<file path="config.mk">
export PLATFORM = sky130hd
export DESIGN_NAME = mmio_uart_tx
export DESIGN_NICKNAME = d
export VERILOG_FILES = /design/src/rtl/mmio_uart_tx.sv
export SDC_FILE = /design/constraint.sdc
export NUM_CORES = 1
export LEC_CHECK = 0
export CORE_ASPECT_RATIO = 1.4
export CORE_MARGIN = 8
export CORE_UTILIZATION = 55
export CTS_CLUSTER_SIZE = 40
export DETAILED_ROUTE_END_ITERATION = 16
export PLACE_DENSITY = 0.83
export SKIP_CTS_REPAIR_TIMING = 1
export SYNTH_ARGS = -nofsm -noshare
export SYNTH_HDL_FRONTEND = slang
export SYNTH_SLANG_ARGS = --single-unit
export TNS_END_PERCENT = 100
</file>
<file path="constraint.sdc">
create_clock -name clk -period 5.3 [get_ports clk]
set_input_delay 1.59 -clock clk [delete_from_list [all_inputs] [get_ports clk]]
set_output_delay 1.59 -clock clk [all_outputs]
set_load 0.05 [all_outputs]
</file>
<file path="src/rtl/mmio_uart_tx.sv">
// Memory-mapped 8N1 UART transmitter: CPU pushes bytes into a small FIFO on the
// MEM-stage IO bus, and a bit-timed FSM serializes them LSB first on tx.
module mmio_uart_tx #(
  parameter int          CLKS_PER_BIT = 87,
  parameter int          FIFO_DEPTH   = 16,
  parameter logic [31:0] DATA_ADDR    = 32'hFFFF_FC70,
  parameter logic [31:0] STAT_ADDR    = 32'hFFFF_FC74
) (
  input  logic        clk,
  input  logic        rst,
  input  logic        io_we,
  input  logic [31:0] io_addr,
  input  logic [31:0] io_data,
  output logic [31:0] io_read_data,
  output logic        tx
);

  localparam int PW = (FIFO_DEPTH > 1) ? $clog2(FIFO_DEPTH) : 1;
  localparam int CW = PW + 1;
  localparam int BW = (CLKS_PER_BIT > 1) ? $clog2(CLKS_PER_BIT) : 1;
  localparam logic [BW-1:0] BLAST = BW'(CLKS_PER_BIT - 1);
  localparam logic [CW-1:0] FULLV = CW'(FIFO_DEPTH);

  typedef enum logic [1:0] {S_IDLE, S_START, S_DATA, S_STOP} state_t;

  logic [7:0]    r_mem [FIFO_DEPTH];
  logic [PW-1:0] r_wptr;
  logic [PW-1:0] r_rptr;
  logic [CW-1:0] r_count;
  logic          r_ovf;

  state_t        r_state;
  logic [BW-1:0] r_bcnt;
  logic [2:0]    r_bidx;
  logic [7:0]    r_sh;
  logic          r_tx;

  logic       w_push_req;
  logic       w_clr_req;
  logic       w_full;
  logic       w_empty;
  logic       w_push;
  logic       w_drop;
  logic       w_bit_end;
  logic       w_pop;
  logic [7:0] w_head;
  logic [7:0] w_cnt8;
  logic       w_unused;

  assign w_push_req = io_we && (io_addr == DATA_ADDR);
  assign w_clr_req  = io_we && (io_addr == STAT_ADDR);
  assign w_full     = (r_count == FULLV);
  assign w_empty    = (r_count == '0);
  // Full is judged on the start-of-cycle count, so a pop this cycle never rescues a push.
  assign w_push     = w_push_req && !w_full;
  assign w_drop     = w_push_req && w_full;
  assign w_bit_end  = (r_bcnt == BLAST);
  assign w_pop      = !w_empty &&
                      ((r_state == S_IDLE) || ((r_state == S_STOP) && w_bit_end));
  assign w_head     = r_mem[r_rptr];
  assign w_cnt8     = 8'(r_count);
  assign w_unused   = ^io_data[31:8];

  always_ff @(posedge clk) begin
    if (w_push) begin
      r_mem[r_wptr] <= io_data[7:0];
    end
  end

  always_ff @(posedge clk) begin
    if (rst) begin
      r_wptr  <= '0;
      r_rptr  <= '0;
      r_count <= '0;
      r_ovf   <= 1'b0;
    end else begin
      if (w_push) r_wptr <= r_wptr + PW'(1);
      if (w_pop)  r_rptr <= r_rptr + PW'(1);
      case ({w_push, w_pop})
        2'b10:   r_count <= r_count + CW'(1);
        2'b01:   r_count <= r_count - CW'(1);
        default: r_count <= r_count;
      endcase
      if (w_drop)         r_ovf <= 1'b1;
      else if (w_clr_req) r_ovf <= 1'b0;
    end
  end

  always_ff @(posedge clk) begin
    if (rst) begin
      r_state <= S_IDLE;
      r_tx    <= 1'b1;
      r_bcnt  <= '0;
      r_bidx  <= '0;
      r_sh    <= '0;
    end else begin
      case (r_state)
        S_IDLE: begin
          r_tx <= 1'b1;
          if (w_pop) begin
            r_sh    <= w_head;
            r_bcnt  <= '0;
            r_tx    <= 1'b0;
            r_state <= S_START;
          end
        end
        S_START: begin
          if (w_bit_end) begin
            r_bcnt  <= '0;
            r_bidx  <= '0;
            r_tx    <= r_sh[0];
            r_state <= S_DATA;
          end else begin
            r_bcnt <= r_bcnt + BW'(1);
          end
        end
        S_DATA: begin
          if (w_bit_end) begin
            r_bcnt <= '0;
            r_sh   <= r_sh >> 1;
            if (r_bidx == 3'd7) begin
              r_tx    <= 1'b1;
              r_state <= S_STOP;
            end else begin
              r_bidx <= r_bidx + 3'd1;
              r_tx   <= r_sh[1];
            end
          end else begin
            r_bcnt <= r_bcnt + BW'(1);
          end
        end
        S_STOP: begin
          if (w_bit_end) begin
            r_bcnt <= '0;
            // Queued data starts the next frame straight out of the stop bit.
            if (w_pop) begin
              r_sh    <= w_head;
              r_tx    <= 1'b0;
              r_state <= S_START;
            end else begin
              r_tx    <= 1'b1;
              r_state <= S_IDLE;
            end
          end else begin
            r_bcnt <= r_bcnt + BW'(1);
          end
        end
        default: begin
          r_tx    <= 1'b1;
          r_state <= S_IDLE;
        end
      endcase
    end
  end

  assign tx = r_tx;

  assign io_read_data = (io_addr == STAT_ADDR)
                      ? {16'h0, w_cnt8, 4'h0, r_ovf, (r_state != S_IDLE), w_empty, w_full}
                      : 32'h0;

endmodule

</file>
# Yosys cells after proc, flatten, opt, wreduce, memory -nomap -nowiden

Memories as Yosys holds them, arrays and structs flattened. A register that Yosys moved wholly into a read port is not among the register bits.
Cells that the tools add are included.

Flip-flop bits (word level): 35
Latch bits: 0
Memory bits (writable): 128
Memory bits (read-only): 0
Output and inout bits: 33
Logic and storage cells: 85
Memories kept: 1

Memory list:

| memory | words | bits a word | read ports | clocked after memory_dff | wr ports | line | source |
|---|---|---|---|---|---|---|---|
| r_mem  | 16    | 8           | 1          | 1                        | 1        | 26   | `logic [7:0] r_mem [FIFO_DEPTH];` |

Add/sub/neg operators: 6
$mul: 0
Divide/modulo/power cells: 0
$lt $le $gt $ge: 0
Equal/unequal tests: 16
Shifts and indexed selects: 0
Muxes and demuxes: 32
Bitwise gates (word level): 0
Reductions and logical operators: 21

Operators with widths:

| cell                   | count |
|---|---|
| $eq A32 B32 Y1 const B | 2 |
| $mux W8                | 3 |
| $pmux W8 S3            | 1 |
| $mux W7                | 2 |
| $pmux W7 S2            | 1 |
| $mux W13               | 1 |
| $ne A2 B2 Y1 const B   | 6 |
| $mux W1                | 10 |
| $mux W2                | 5 |
| $pmux W5 S2            | 1 |
| $mux W3                | 3 |
| $add A4 B1 Y4 const B  | 2 |
| $mux W4                | 2 |
| $pmux W2 S4            | 1 |
| $reduce_bool A2 Y1     | 4 |
| $add A7 B1 Y7 const B  | 1 |
| $eq A7 B7 Y1 const B   | 1 |
| $eq A2 B2 Y1 const B   | 3 |
| $logic_and A1 B1 Y1    | 6 |
| $pmux W3 S2            | 1 |
| $reduce_and A3 Y1      | 2 |
| $add A5 B1 Y5 const B  | 1 |
| $eq A5 B5 Y1 const B   | 1 |
| $logic_not A5 Y1       | 1 |
| 12 further kinds       | 14 |

# Longest topological paths before layout

Gate-level depths: netlist of run 1.

Depth after elaboration: 7
Depth in mapped cells: 15
Mapped depth without buffers: 13

# Least setup slack after synthesis of run 1

Ideal clock, no wire load.

Path type: in2out
Start: input port io_addr[1]
End: output port io_read_data[0]
Data arrival time: 3,999 ps
Required time: 3,710 ps
Slack: -289 ps
Stages: 5
Path buffers: 0
Cells stage by stage: or4_1 or4_4 nor2_1 nand2_1 nor3_1

Word-level cells in the longest chain between the ends: 2

Ends and longest elaborated chain:

| item               | line | source |
|---|---|---|
| start: declaration | 12   | `input logic [31:0] io_addr,` |
| $eq A32 B32 Y1     | 158  | `assign io_read_data = (io_addr == STAT_ADDR)` |
| $mux W13           | 159  | `? {16'h0, w_cnt8, 4'h0, r_ovf, (r_state != S_IDLE), w_empty, w_full}` |
| end: declaration   | 14   | `output logic [31:0] io_read_data,` |

Every way passes these cells.

# Worst setup path after layout of run 1

Start: input port io_addr[1]
End: output port io_read_data[1]

Same word-level chain as after synthesis.

==> flow_summary.json, run 1 <==
{
  "status": "finished clean",
  "reg2reg_from": "r_bcnt[0]$_SDFFE_PP0N_",
  "slew_headroom": 0.3720,
  "clkSinkCount": 167,
  "grt_use_total": 0.1860,
  "synthDistinctLibCells": 57,
  "fin_ws_ns": 0.07137,
  "clock-root-buffer": "clkbuf_16",
  "r2r-end": "r_count[4]$_SDFFE_PP0P_",
  "fin_worst_skew_ns": 0.008267,
  "drt_iter0_markers": 304,
  "async_flop_share": 0,
  "arrival_ns": 3.64,
  "die_height_um": 152.3,
  "dieArea_um2": 17250,
  "place.gp.congestion": 0.8345,
  "fin_crit_ns": 5.229,
  "cts.htree.levels": 4,
  "synth-seq-cells": 167,
  "drc": 0,
  "dp_slack_ns": -0.1561,
  "antenna_found_initial": 0,
  "path_clk_slew_ns": 0.07,
  "power.density_nw_per_um2": 435.2,
  "num_rows": 50,
  "crit_required_ns": 3.71,
  "seq_area_frac_synth": 0.6341,
  "drt-total-wl_um": 15710,
  "r2r_setup_slack_ns": 1.60,
  "drtAntennaViolNets": 0,
  "reg2reg_depth": 13,
  "nets": 667,
  "syn_area_per_cell_um2": 14.30,
  "fin_crit_sh": 0.9865,
  "endpoint": "io_read_data[1]",
  "cts_tree": "built",
  "die_w_um": 113.3,
  "vias_per_cell": 6.072,
  "cts_made_buffers": 17,
  "grt_first_pass_wirelength_um": 24590,
  "synthFlopType": "edfxtp_1",
  "critPathKind": "primary input to output pin",
  "cap_violations": 0,
  "synth_area_um2": 7293,
  "hold_slack_ns": 0.4609,
  "clockBufferDepth": 2,
  "setup_viol_count_final": 0,
  "yosysWarnings": 0,
  "grt_max_degree": 33,
  "synth_edf_count": 128,
  "diodes": 0,
  "vias": 4554,
  "io_pins": 100,
  "grt_pass1_vias": 4646,
  "dp_hpwl_um": 10580,
  "cp_max_fo": 5,
  "crit_start": "io_addr[1]",
  "hp-class": "flip-flop to flip-flop",
  "design.core.area_um2": 13140,
  "finalHoldViolCount": 0,
  "layout-drive-gt1-share": 0.1970,
  "fin_util": 0.6626,
  "io_buffers": 52,
  "cp-end-kind": "output pin",
  "syn2layout_area_growth_pct": 19.35,
  "start_util": 0.5551,
  "avgRoutedWirePerCell_um": 20.95,
  "p_leak_nw": 2.968,
  "worstMarginPinSlew_ns": 0.9293,
  "overflow": 0,
  "ir_worst_vdd_mv": 0.2579,
  "clock_latency_ns": 0.42,
  "crit_path_start_kind": "primary input",
  "timing.fmax_mhz": 191.3,
  "dr.pass1.iters": 5,
  "finalMaxSlewViolations": 0,
  "syn-instance-count": 510
}
[worst min path at each step]
stage | slack, ns | to | cells after the start | from
finish | 0.46 | r_sh[3]$_SDFFE_PP0P_ | 2 | r_sh[3]$_SDFFE_PP0P_
global route | 0.48 | r_sh[3]$_SDFFE_PP0P_ | 2 | r_sh[3]$_SDFFE_PP0P_
CTS | 0.47 | r_sh[0]$_SDFFE_PP0P_ | 2 | r_sh[0]$_SDFFE_PP0P_
detailed placement | 0.45 | r_sh[3]$_SDFFE_PP0P_ | 2 | r_sh[3]$_SDFFE_PP0P_
global placement | 0.44 | r_bidx[2]$_SDFFE_PP0P_ | 2 | r_bidx[2]$_SDFFE_PP0P_
floorplan | 0.43 | r_sh[2]$_SDFFE_PP0P_ | 2 | r_sh[2]$_SDFFE_PP0P_
[stage by stage]
step                power (W)  cell area [um^2]   TNS, ns  std cells
floorplan            0.002412              7376   -0.5785        532
global placement     0.002578              8092   -0.5010        717
detailed placement   0.002637              8092   -0.5816        717
CTS                  0.003801              8653   -0.5791        749
global route         0.003994              8705  -0.02267        750
finish               0.003788              8705         0        750
[synthesized netlist by cell type (2+ instances only)]
library cell	number	area, um^2
nand4b_1	2	17.52
ha_1	19	237.7
mux2i_1	3	30.03
or4_1	2	15.01
nor3_1	15	75.07
and2_0	2	12.51
nand2_1	23	86.33
nand3_1	8	40.04
nor3b_1	5	37.54
nand2b_1	4	25.02
xor2_1	4	35.03
buf_4	24	180.2
edfxtp_1	128	3844
a311oi_1	2	17.52
buf_2	4	20.02
a211o_1	2	17.52
inv_1	19	71.32
xnor2_1	4	35.03
nor2b_1	4	25.02
nand3b_1	5	37.54
dfxtp_1	39	780.8
clkbuf_1	19	71.32
a31oi_1	4	25.02
mux2_2	2	22.52
mux4_2	32	720.7
nor2_1	37	138.9
a21oi_1	23	115.1
nand4_1	4	25.02
a211oi_1	14	105.1
a22oi_1	16	120.1
and3_1	6	37.54
o21ai_0	10	50.05
[flip-flops by register name, summed over array words and instances, names as in the netlist, named ones only]
signal and cells:
r_sh 8, tx 1, r_rptr 4, r_state 2, r_bcnt 7, r_bidx 3
r_count 5, r_ovf 1, r_mem 128, r_wptr 4
[layout by cell type, fill, tap and decap left out, types with 14 or more instances in the layout]
| cell type | netlist | layout |
|---|---|---|
| mux4_2 | 32 | 32 |
| dfxtp_1 | 39 | 38 |
| clkdlybuf4s50_1 | 0 | 41 |
| inv_1 | 19 | 19 |
| clkbuf_16 | 0 | 17 |
| nor2_1 | 37 | 36 |
| a211oi_1 | 14 | 14 |
| ha_1 | 19 | 19 |
| buf_4 | 24 | 26 |
| edfxtp_1 | 128 | 128 |
| a22oi_1 | 16 | 16 |
| nand2_1 | 23 | 22 |
| a21oi_1 | 23 | 23 |
| conb_1 | 1 | 23 |
[worst max-delay path, stage by stage]
cell and delay, ns:
clkdlybuf4s50_1 0.43, or4_4 0.48, or4_4 0.46, nor2_4 0.15
nand2_4 0.09, nor3_4 0.19, buf_6 0.12, buf_12 0.12
[cells by family (layout without fill, tap and decap cells)]
logic type	count (synthesis)	in the layout	share of synthesized area
multiplexers	37	37	0.1060
adder cells (fa/ha/maj)	19	19	0.03260
buffers and inverters	68	130	0.04906
other	1	23	0.0005142
flip-flops	167	167	0.6341
AO/OA/AOI/OAI	83	83	0.07600
AND/OR/NAND/NOR	127	127	0.09213
XOR/XNOR	8	8	0.009606
[per-layer routing]
layer  GRT usage  part of all wire  vias to the layer above  wire length, um
met3     0.04641             0.063                       43              982
met2      0.3302              0.55                      212             8705
met4     0.08981             0.034                        0              537
met1      0.2010              0.35                     2249             5485
li1            -                 -                     2050                -
met5           0                 0                        -                0
[where the power goes]
group	total, W	internal, W	switching, W	leakage (nW)
Sequential	0.00155	0.00148	0.0000681	1.47
Combinational	0.00108	0.000462	0.000617	1.22
Clock	0.00116	0.000621	0.000539	0.277
[area by class of cell]
type | count | area (um^2)
Clock buffer | 17 | 425.4
Clock inverter | 15 | 136.4
Fill cell | 916 | 4433
Inverter | 19 | 71.32
Multi-Input combinational cell | 297 | 2429
Sequential cell | 167 | 4626
Tap cell | 156 | 195.2
Timing Repair Buffer | 79 | 822.0
(Power assumes the default switching activity.)
==> inputs of run 2 (changes only) <==
Settings changed: CORE_UTILIZATION 55 to 49, PLACE_DENSITY 0.83 to 0.78.
Clock period 5.3 ns to 4.5 ns, I/O delays scaled along.
==> run 2 against run 1 <==
  * Worst setup slack got worse by 0.015 ns
  * Clock-buffer cell count is the same
  * Highest routed layer unchanged
  * First-iteration DRC count rose by 5.3%
  * Design area grew 2.2%
  * Routed wire length is 3.1% lower
==> flow_summary.json, run 2 (same netlist as run 1, synthesis figures left out) <==
{
  "status": "finished clean",
  "largest_reg_flops": 128,
  "fin_crit_sh": 0.9875,
  "place.gp.congestion": 0.7960,
  "design.core.area_um2": 14790,
  "cp-end-kind": "output pin",
  "fin_crit_ns": 4.444,
  "io_buffers": 52,
  "diodes": 0,
  "min_from": "r_bidx[1]$_SDFFE_PP0P_",
  "setup_viol_count_final": 0,
  "power.density_nw_per_um2": 523.6,
  "reg2reg_depth": 11,
  "fin_cells": 790,
  "syn2layout_area_growth_pct": 21.98,
  "timing.fmax_mhz": 225.0,
  "die_w_um": 119.1,
  "cts_made_buffers": 17,
  "vias": 4381,
  "critPathKind": "primary input to output pin",
  "hp-class": "flip-flop to flip-flop",
  "cp_max_fo": 5,
  "grt_use_total": 0.1655,
  "clkSinkCount": 167,
  "worstMarginPinSlew_ns": 1.093,
  "dpl.cell_count": 758,
  "crit_slowest_cell": "or4_4",
  "ir_worst_vdd_mv": 0.3884,
  "crit_required_ns": 3.15,
  "path_clk_slew_ns": 0.06,
  "slew_headroom": 0.2692,
  "total_power_w": 0.004658,
  "grt_max_degree": 32,
  "fin_ws_ns": 0.05610,
  "p_leak_nw": 3.140,
  "wl_met3_um": 593,
  "cts.htree.levels": 4,
  "top_regs": "r_mem (128), r_sh (8), r_bcnt (7)",
  "wl_met1_um": 5710,
  "drt-total-wl_um": 15230,
  "reg2reg_from": "r_count[1]$_SDFFE_PP0P_",
  "start_util": 0.4932,
  "cts_tree": "built",
  "top_layer": "met4",
  "crit_buf_inv": 3,
  "finalHoldViolCount": 0,
  "cap_violations": 0,
  "clock_latency_ns": 0.43,
  "final_cell_mix": "128 x edfxtp_1, 38 x dfxtp_1, 33 x nor2_1",
  "avgRoutedWirePerCell_um": 19.27,
  "io_pins": 100,
  "path_delay_family": "simple AND/OR/NAND/NOR gates",
  "r2r-end": "r_count[4]$_SDFFE_PP0P_",
  "crit_path_start_kind": "primary input",
  "die_height_um": 160.4,
  "path_cells": "clkdlybuf4s50_1, nand4_1, or4_4, nor2_4, buf_6, nand2_8, nor3_4, buf_12",
  "num_rows": 53,
  "drtAntennaViolNets": 0,
  "crit_start": "io_addr[14]",
  "fin_worst_skew_ns": 0.008264,
  "antenna_found_initial": 0,
  "critical-path-max-stage-delay_ns": 0.55,
  "fin_util": 0.6016,
  "overflow": 0,
  "grt_first_pass_wirelength_um": 24330,
  "cp_num_cells": 8,
  "dieArea_um2": 19100,
  "final_common_cell": "edfxtp_1",
  "layout-drive-gt1-share": 0.2057,
  "finalMaxSlewViolations": 0,
  "regMostFlops": "r_mem",
  "met2WireLength_um": 8653,
  "arrival_ns": 3.09,
  "drc": 0,
  "drt_iter0_markers": 320,
  "hold_path_end": "r_bidx[1]$_SDFFE_PP0P_",
  "vias_per_cell": 5.546,
  "whs_path_depth": 2,
  "hold_slack_ns": 0.4723,
  "dr.pass1.iters": 5,
  "dp_hpwl_um": 10600,
  "dp_slack_ns": -0.4765,
  "r2r_setup_slack_ns": 1.06,
  "clock-root-buffer": "clkbuf_16",
  "clockBufferDepth": 2,
  "nets": 671,
  "grt_pass1_vias": 4689
}
-- run 2: cell types whose count changed in the layout (fill, tap and decap cells not counted), moves of 2 or more --
cell | previous run | this run
nor2_2 | 0 | 3
bufinv_16 | 0 | 3
buf_4 | 26 | 30
clkinv_4 | 4 | 2
clkdlybuf4s50_1 | 41 | 26
dlymetal6s2s_1 | 2 | 17
nor2_1 | 36 | 33
inv_8 | 4 | 1
-- run 2: report_power, final --
group	switching, W	internal, W
combinational	0.000719	0.000583
clock	0.000614	0.000886
sequential	0.000111	0.00175
-- run 2: through the flow --
stage                     cell area, um^2   TNS, ns
after floorplan                      7413   -0.2811
after global placement               8210    -3.100
after detailed placement             8210    -3.445
after CTS                            8826    -2.614
after global routing                 8896  -0.02368
final                                8896         0
-- run 2: how the worst max path moves through the flow --
stage / to
6_report: io_read_data[1]
5_1_grt: io_read_data[1]
4_1_cts: io_read_data[1]
3_5_place_dp: r_count[4]$_SDFFE_PP0P_
3_3_place_gp: io_read_data[1]
2_1_floorplan: io_read_data[1]
-- run 2: layout make-up --
| type | instances | area (um^2) |
|---|---|---|
| Sequential cell | 167 | 4626 |
| Clock inverter | 15 | 190.2 |
| Multi-Input combinational cell | 297 | 2454 |
| Inverter | 19 | 71.32 |
| Fill cell | 1097 | 5892 |
| Timing Repair Buffer | 83 | 889.6 |
| Tap cell | 192 | 240.2 |
| Clock buffer | 17 | 425.4 |
-- run 2: metal layers --
| metal | vias up | track usage |
|---|---|---|
| met4 | 0 | 0.07444 |
| li1 | 2058 | - |
| met3 | 18 | 0.04074 |
| met1 | 2197 | 0.1705 |
| met2 | 108 | 0.3069 |
| met5 | - | 0 |
-- run 2: worst reg2reg max path: cells and delay by family, from the launching register on --
| kind | cells | cell delay [ns] |
|---|---|---|
| AND/OR/NAND/NOR | 4 | 1.45 |
| XOR/XNOR | 1 | 0.15 |
| AO/OA/AOI/OAI | 3 | 0.48 |
| multiplexers | 1 | 0.35 |
| flip-flops | 1 | 0.40 |
| adder cells (fa/ha/maj) | 2 | 0.49 |
